[src/rtl/inst_fetch_unit.sv]
// Instruction fetch unit: a 3-cycle pulsed-read fetch FSM feeding a prefetch FIFO with redirect flush.
// Optional build macro FETCH_MISALIGN_TRAP_EN adds fetch_fault and halts fetching on misaligned redirects.
module inst_fetch_unit #(
  parameter logic [31:0] RESET_PC   = 32'h0000_0000,
  parameter int          FIFO_DEPTH = 4
) (
  input  logic                          clk,
  input  logic                          rst_n,
  output logic [31:0]                   inst_address,
  output logic                          inst_read,
  input  logic [31:0]                   inst_in,
  input  logic                          redirect_valid,
  input  logic [31:0]                   redirect_pc,
  input  logic                          deq_ready,
  output logic                          fetch_valid,
  output logic [31:0]                   fetch_inst,
  output logic [31:0]                   fetch_pc,
  output logic [$clog2(FIFO_DEPTH):0]   fifo_count
`ifdef FETCH_MISALIGN_TRAP_EN
  ,
  output logic                          fetch_fault
`endif
);

  localparam int PTR_W = $clog2(FIFO_DEPTH);
  localparam int CNT_W = PTR_W + 1;
  localparam logic [CNT_W-1:0] DEPTH_C = CNT_W'(FIFO_DEPTH);

  typedef enum logic [1:0] {
    S_IDLE = 2'd0,
    S_REQ  = 2'd1,
    S_CAPT = 2'd2
  } state_t;

  state_t           r_state;
  logic [31:0]      r_pc;
  logic             r_read;
  logic [31:0]      r_inst_mem [FIFO_DEPTH];
  logic [31:0]      r_pc_mem   [FIFO_DEPTH];
  logic [PTR_W-1:0] r_rd_ptr;
  logic [PTR_W-1:0] r_wr_ptr;
  logic [CNT_W-1:0] r_count;

  logic             w_push;
  logic             w_pop;
  logic             w_parked;
  logic             w_can_fetch;
  logic [31:0]      w_redirect_pc;

`ifdef FETCH_MISALIGN_TRAP_EN
  logic r_fault;

  // A misaligned target is kept unmasked so the faulting address stays visible on inst_address.
  assign w_parked      = r_fault;
  assign w_redirect_pc = redirect_pc;
  assign fetch_fault   = r_fault;

  always_ff @(posedge clk or negedge rst_n) begin
    if (!rst_n) begin
      r_fault <= 1'b0;
    end else if (redirect_valid) begin
      r_fault <= (redirect_pc[1:0] != 2'b00);
    end
  end
`else
  assign w_parked      = 1'b0;
  assign w_redirect_pc = redirect_pc & 32'hFFFF_FFFC;
`endif

  assign w_push      = (r_state == S_CAPT);
  assign w_pop       = (r_count != '0) && deq_ready;
  assign w_can_fetch = (r_count < DEPTH_C) && !w_parked;

  // Fetch sequencer: one word in flight, inst_read registered and high only in REQ.
  always_ff @(posedge clk or negedge rst_n) begin
    if (!rst_n) begin
      r_state <= S_IDLE;
      r_pc    <= RESET_PC;
      r_read  <= 1'b0;
    end else if (redirect_valid) begin
      r_state <= S_IDLE;
      r_pc    <= w_redirect_pc;
      r_read  <= 1'b0;
    end else begin
      case (r_state)
        S_IDLE: begin
          if (w_can_fetch) begin
            r_state <= S_REQ;
            r_read  <= 1'b1;
          end
        end
        S_REQ: begin
          r_state <= S_CAPT;
          r_read  <= 1'b0;
        end
        S_CAPT: begin
          r_state <= S_IDLE;
          r_pc    <= r_pc + 32'd4;
        end
        default: begin
          r_state <= S_IDLE;
          r_read  <= 1'b0;
        end
      endcase
    end
  end

  // Prefetch FIFO: redirect flushes by rewinding pointers; storage keeps its contents.
  always_ff @(posedge clk or negedge rst_n) begin
    if (!rst_n) begin
      r_rd_ptr <= '0;
      r_wr_ptr <= '0;
      r_count  <= '0;
      for (int i = 0; i < FIFO_DEPTH; i++) begin
        r_inst_mem[i] <= '0;
        r_pc_mem[i]   <= '0;
      end
    end else if (redirect_valid) begin
      r_rd_ptr <= '0;
      r_wr_ptr <= '0;
      r_count  <= '0;
    end else begin
      if (w_push) begin
        r_inst_mem[r_wr_ptr] <= inst_in;
        r_pc_mem[r_wr_ptr]   <= r_pc;
        r_wr_ptr             <= r_wr_ptr + 1'b1;
      end
      if (w_pop) begin
        r_rd_ptr <= r_rd_ptr + 1'b1;
      end
      case ({w_push, w_pop})
        2'b10:   r_count <= r_count + 1'b1;
        2'b01:   r_count <= r_count - 1'b1;
        default: r_count <= r_count;
      endcase
    end
  end

  assign inst_address = r_pc;
  assign inst_read    = r_read;
  assign fetch_valid  = (r_count != '0);
  assign fetch_inst   = r_inst_mem[r_rd_ptr];
  assign fetch_pc     = r_pc_mem[r_rd_ptr];
  assign fifo_count   = r_count;

endmodule

[config.mk]
export PLATFORM = sky130hd
export DESIGN_NAME = inst_fetch_unit
export DESIGN_NICKNAME = d
export VERILOG_FILES = /design/src/rtl/inst_fetch_unit.sv
export SDC_FILE = /design/constraint.sdc
export NUM_CORES = 1
export LEC_CHECK = 0
export CORE_MARGIN = 1.5
export CORE_UTILIZATION = 35
export DETAILED_ROUTE_END_ITERATION = 6
export PLACE_DENSITY_LB_ADDON = 0.12
export RECOVER_POWER = 50
export REMOVE_ABC_BUFFERS = 1
export SLEW_MARGIN = 0
export SYNTH_ARGS = -nofsm -noshare
export SYNTH_HDL_FRONTEND = slang
export SYNTH_SLANG_ARGS = --single-unit
[constraint.sdc]
create_clock -name clk -period 5.8 [get_ports clk]
set_input_delay 0.58 -clock clk [delete_from_list [all_inputs] [get_ports clk]]
set_output_delay 0.58 -clock clk [all_outputs]
set_load 0.01 [all_outputs]
==> results of run 1 <==
==> power groups by stage <==
stage | Clock (µW) | Combinational [µW] | Sequential [µW]
detailed placement | 0 | 2230 | 2820
global placement | 0 | 2220 | 2810
global route | 2310 | 2350 | 2860
finish | 2140 | 2190 | 2780
CTS | 2220 | 2240 | 2790
floorplan | 0 | 1190 | 2750
==> metal layers <==
metal / wire (µm) / up-vias
met5: 0 / -
met4: 540 / 0
met3: 1470 / 40
met2: 14000 / 156
met1: 14800 / 4091
li1: - / 3516
==> flip-flops by register name, summed over array words and instances, names as in the netlist <==
signal / flops
fifo_count: 3
inst_address: 30
inst_read: 1
r_inst_mem: 128
r_pc_mem: 120
r_rd_ptr: 2
r_state: 2
r_wr_ptr: 2
==> through the flow <==
| stage | hold WS, ns | instance area (µm²) | utilization | cells | setup WS (ns) |
|---|---|---|---|---|---|
| 2_1_floorplan | 0.284 | 12700 | - | 801 | 2.01 |
| 3_3_place_gp | 0.465 | 15000 | 0.410 | 1443 | 2.59 |
| 3_5_place_dp | 0.471 | 15000 | 0.410 | 1443 | 2.58 |
| 4_1_cts | 0.0476 | 16100 | 0.441 | 1505 | 2.02 |
| 5_1_grt | 0.0746 | 16100 | 0.440 | 1505 | 1.93 |
| 6_report | 0.0426 | 16100 | 0.440 | 1506 | 2.16 |
==> synthesized netlist by cell type, drive strengths merged (4+ instances only) <==
library cell | n | area [µm²]
dfrtp | 288 | 7210
mux2 | 248 | 2790
mux4 | 62 | 1400
buf | 46 | 266
nor2 | 28 | 105
clkbuf | 25 | 95.1
nand2 | 21 | 78.8
a31oi | 17 | 106
o31ai | 15 | 118
or4 | 15 | 113
o21ai | 14 | 70.1
nand3 | 11 | 55.1
nand4 | 9 | 77.6
and3 | 8 | 50.1
inv | 7 | 26.3
xor2 | 7 | 61.3
xnor2 | 6 | 52.6
ha | 5 | 62.6
nor3 | 5 | 25.0
and2 | 4 | 25.0
and4 | 4 | 37.5
==> logic make-up (layout without fill, tap and decap cells) <==
family | Yosys count | in the layout
buffers and inverters | 78 | 243
AOI/OAI and AO/OA | 54 | 54
and+or+nand+nor | 117 | 117
muxes | 312 | 312
adders and majority gates | 6 | 6
xor gates and xnor gates | 13 | 13
other | 1 | 5
DFF | 288 | 288
==> how the worst max path moves through the flow <==
stage | startpoint | endpoint | cells after the start
after floorplan | r_rd_ptr[0] | fetch_inst[0] | 1
after global placement | r_rd_ptr[0] | fetch_pc[21] | 3
after detailed placement | redirect_valid | r_pc_mem[35] | 6
after CTS | r_rd_ptr[0] | fetch_pc[21] | 3
after global routing | r_rd_ptr[0] | fetch_pc[21] | 3
final | r_rd_ptr[0] | fetch_pc[21] | 3
==> final cells by class <==
cell class | count | area (µm²)
antenna | 1 | 2.50
clock buffer | 55 | 1060
clock inverter | 7 | 62.6
fill | 3353 | 20500
inverter | 7 | 26.3
multi-input combinational | 506 | 5450
sequential | 288 | 7210
tap | 468 | 586
timing repair buffer | 174 | 1720
==> results.py, run 1 <==
metrics = {
    "worst_setup_path": {
        "crit_path_max_fanout": 33,
        "r2r_end": "r_pc_mem[35]",
        "worst-path-buf-inv": 2,
        "r2r_slack_ns": 2.95,
        "crit_path_start_kind": "flip-flop",
        "reg2reg_depth": 4,
        "cp_cell_sequence": "buf_4 > mux4_2 > clkdlybuf4s50_1",
        "path_delay_family": "buffers and inverters",
        "crit_required_ns": 5.22,
        "rr_startpoint": "r_state[1]",
        "cp-end-kind": "output port",
        "critical-path-max-stage-delay_ns": 0.94,
        "cpMaxStageDelayCell": "dfrtp_4",
        "critPathKind": "flip-flop to output port",
        "cp.arrival_ns": 3.06,
    },
    "routing": {
        "drtIter0Drc": 265,
        "num_vias": 7803,
        "drc": 0,
        "first_pass_iters": 4,
        "wire_per_inst_um": 20.5,
        "routed_via_density": 5.18,
        "ant_nets": 0,
        "wl_um": 30900,
    },
    "global_route": {
        "antenna_found_initial": 0,
        "grt_max_degree": 140,
        "overflow": 0,
        "first_global_vias": 8246,
        "use_met3": 0.0309,
        "grt_pass1_wl_um": 49500,
        "track_usage": 0.165,
        "use_met2": 0.252,
        "grtUsageMet1": 0.243,
        "busiest_layer": "met2",
    },
    "timing": {
        "slew_headroom": -0.301,
        "finalSetupViolations": 0,
        "tns_ns": 0,
        "slew_violations": 153,
        "hold_viol": 0,
        "fin_crit_ns": 3.64,
        "rsz0062_at_grt": "false",
        "fin_crit_sh": 0.628,
        "finalClockSkew_ns": 0.0207,
        "fmax_mhz": 274,
        "worst_slew_pin_slew_ns": 1.95,
    },
    "hold_path": {
        "hold_class": "input port to async pin",
    },
    "finish": {
        "mostFrequentLayoutCells": "286 x dfrtp_1, 237 x mux2_2, 135 x clkdlybuf4s50_1",
        "final_nets": 1086,
        "drive_above_1_share": 0.358,
        "final_common_cell": "dfrtp_1",
        "areaGrowthSynthToFinish_pct": 23.9,
    },
    "yosys": {
        "synth.area.mux_share": 0.324,
        "synth_top_family_by_area": "multiplexers",
        "ys_warn_count": 0,
        "synth_simple_gate_area_frac": 0.0502,
        "seq_area_frac_synth": 0.554,
        "synthCells": 869,
        "synth_area_um2": 13000,
        "synth-async-reset-ratio": 1.00,
        "ys_ff_latch": 288,
        "avgSynthCellArea_um2": 15.0,
        "yosys.area_share.xor_xnor": 0.00875,
        "synth_cell_types": 45,
        "ys.flop_type": "dfrtp_1",
        "synth_adder_area_share": 0.00635,
        "synth-edff-count": 0,
        "synth-compound-area-share": 0.0271,
    },
    "job": {
        "maxCapViolations": 3,
    },
    "clocking": {
        "numCtsBuffers": 35,
        "htreeDepth": 2,
        "post_cts_buffers": 0,
        "hold_buffers": 0,
        "cts_resized": 0,
        "cts_tree": "yes",
        "cts_root_buf": "clkbuf_16",
        "cts.clk_slew.worst_paths_ns": 0.06,
        "clock-sinks": 288,
        "clk_latency_ns": 0.52,
        "clock_path_buffers": 3,
    },
    "pwr": {
        "switching_share": 0.279,
        "p_leak_uw": 0.00701,
        "switchingPower_uw": 1980,
        "ir_worst_vdd_uv": 198,
        "combPwrFrac": 0.308,
        "pwr-share-clk": 0.301,
        "intPower_uw": 5130,
        "power_frac_seq": 0.391,
        "pwr_density_cell_nw_per_um2": 441,
        "power.total_uw": 7110,
    },
    "floorplan": {
        "io_pins": 169,
        "die_h_um": 196,
        "die_w_um": 196,
        "start_util": 0.355,
        "rows": 70,
        "core-area_um2": 36600,
        "die_area_um2": 38300,
    },
    "place": {
        "finalWeightedCongestion": 0.707,
        "dp_hpwl_um": 18200,
        "port_buffers": 162,
    },
    "status": {
        "failed_checks": "max-capacitance violations, max-slew violations",
        "outcome": "finished with violations",
    },
}
Note: power is estimated with default switching activity, not from simulation.
==> run 2, diff against run 1 <==
clock period = 3.4 ns   (was 5.8 ns; I/O delays follow)
==> run 2 against run 1 <==
Compared with the run above: the flow still finishes with violations (max-capacitance violations, max-slew violations); cell count up 0.53%; critical endpoint is now fetch_pc[26]; clock-buffer cell count down 3; largest cell class unchanged; power up 72%; combinational power up 75%; worst setup slack worse by 1.7 ns; worst hold slack better by 0.36 ns; design area up 1.3%; largest power group unchanged.
==> results.py, run 2 (synthesis gave the netlist of run 1 again) <==
metrics = {
    "hold_path": {
        "hold_class": "input port to flip-flop",
        "hp-start": "redirect_pc[2]",
        "whs_path_depth": 3,
        "hold_end": "inst_address[2]",
    },
    "worst_setup_path": {
        "crit_path_max_fanout": 20,
        "cp-end-kind": "output port",
        "critPathKind": "flip-flop to output port",
        "crit_required_ns": 3.06,
        "crit_path_start_kind": "flip-flop",
        "r2r_slack_ns": 0.90,
        "worst-path-buf-inv": 2,
        "cp_cell_sequence": "buf_4 > mux4_2 > clkdlybuf4s50_1",
        "cpMaxStageDelayCell": "dfrtp_4",
        "r2r_end": "fifo_count[2]",
        "path_delay_family": "buffers and inverters",
        "critical-path-max-stage-delay_ns": 0.72,
        "reg2reg_depth": 7,
        "cp.arrival_ns": 2.60,
        "rr_startpoint": "r_state[1]",
    },
    "floorplan": {
        "core-area_um2": 36600,
        "io_pins": 169,
        "die_area_um2": 38300,
        "start_util": 0.355,
        "die_w_um": 196,
        "die_h_um": 196,
        "rows": 70,
    },
    "timing": {
        "fmax_mhz": 340,
        "worst_slack_ns": 0.456,
        "hold_viol": 0,
        "fin_crit_ns": 2.94,
        "fin_crit_sh": 0.866,
        "slew_headroom": -0.311,
        "worst_slew_pin_slew_ns": 1.97,
        "finalClockSkew_ns": 0.00805,
        "finalSetupViolations": 0,
        "slew_violations": 75,
        "rsz0062_at_grt": "false",
    },
    "place": {
        "port_buffers": 162,
        "finalWeightedCongestion": 0.741,
        "post-place-ws_ns": 0.900,
        "placed_cells_incl_taps": 1452,
        "dp_hpwl_um": 18800,
    },
    "finish": {
        "final_common_cell": "dfrtp_1",
        "n_antenna_cell": 0,
        "final_cells": 1514,
        "largest_reg_flops": 128,
        "fillCellCount": 3389,
        "largest_register": "r_inst_mem",
        "mostFrequentLayoutCells": "286 x dfrtp_1, 237 x mux2_2, 130 x clkdlybuf4s50_1",
        "final_nets": 1095,
        "drive_above_1_share": 0.365,
        "areaGrowthSynthToFinish_pct": 25.6,
    },
    "clocking": {
        "cts.clk_slew.worst_paths_ns": 0.06,
        "numCtsBuffers": 34,
        "cts_tree": "yes",
        "clock_path_buffers": 3,
        "clk_latency_ns": 0.50,
        "htreeDepth": 2,
        "cts_root_buf": "clkbuf_16",
        "clock-sinks": 288,
        "post_cts_buffers": 0,
    },
    "routing": {
        "wl_um": 30600,
        "drc": 0,
        "routed_via_density": 5.22,
        "drtIter0Drc": 295,
        "num_vias": 7896,
        "wire_per_inst_um": 20.2,
        "first_pass_iters": 4,
        "ant_nets": 0,
    },
    "global_route": {
        "track_usage": 0.163,
        "first_global_vias": 8172,
        "grt_pass1_wl_um": 48500,
        "antenna_found_initial": 1,
        "grt_max_degree": 83,
        "overflow": 0,
    },
    "pwr": {
        "pwr_density_cell_nw_per_um2": 749,
        "p_leak_uw": 0.00711,
        "ir_worst_vdd_uv": 282,
    },
    "job": {
        "maxCapViolations": 2,
    },
    "status": {
        "failed_checks": "max-capacitance violations, max-slew violations",
        "outcome": "finished with violations",
    },
}
[run 2: layout make-up]
| type | count | area (µm²) | share of cell area |
|---|---|---|---|
| well taps | 468 | 586 | 0.0358 |
| inverters | 7 | 26.3 | 0.00161 |
| multi-input cells | 506 | 5450 | 0.333 |
| flip-flops and latches | 288 | 7210 | 0.442 |
| clock inverters | 9 | 95.1 | 0.00582 |
| clock buffers | 52 | 1070 | 0.0656 |
| repair buffers | 184 | 1900 | 0.116 |
[run 2: what timing repair did]
item                      CTS  global route
hold buffers                1             0
gates resized for setup     0             0
hold endpoints to repair   76             0
[run 2: worst reg2reg max path, delay by kind of cell, from the launching register on]
kind / cells / cell delay (ns)
buffers and inverters: 1 / 0.28
and+or+nand+nor: 4 / 1.09
DFF: 1 / 0.44
adders and majority gates: 1 / 0.40
AOI/OAI and AO/OA: 1 / 0.09
[run 2: layer usage]
layer | part of all wire | GRT usage | up-vias
met4 | 0.016 | 0.0356 | 2
li1 | - | - | 3553
met2 | 0.46 | 0.251 | 157
met1 | 0.48 | 0.237 | 4142
met5 | 0.00042 | 0 | -
met3 | 0.046 | 0.0339 | 42
[run 2: stage by stage]
stage	setup TNS, ns	total power [µW]	util	hold slack (ns)	instance area (µm²)
2_1_floorplan	-9.53	6730	-	0.0444	12700
3_3_place_gp	0	8650	0.415	0.396	15200
3_5_place_dp	0	8680	0.415	0.394	15200
4_1_cts	0	12500	0.448	0.386	16400
5_1_grt	0	12900	0.446	0.412	16300
6_report	0	12200	0.446	0.405	16300
[run 2: worst max path at each step]
stage                      startpoint        endpoint  slack [ns]  depth (start not counted)
final                     r_rd_ptr[0]    fetch_pc[26]        0.46                          3
after global routing            rst_n  r_inst_mem[53]        0.19                          3
after CTS                 r_rd_ptr[0]    fetch_pc[30]        0.35                          3
after detailed placement  r_rd_ptr[0]    fetch_pc[30]        0.90                          3
after global placement    r_rd_ptr[0]    fetch_pc[30]        0.90                          3
after floorplan           r_rd_ptr[0]   fetch_inst[0]       -0.15                          1
[run 2: where the power goes]
| group | switching [µW] | leakage [µW] | internal (µW) |
|---|---|---|---|
| Combinational | 1410 | 0.00273 | 2420 |
| Sequential | 522 | 0.00379 | 4150 |
| Clock | 1410 | 0.000583 | 2320 |
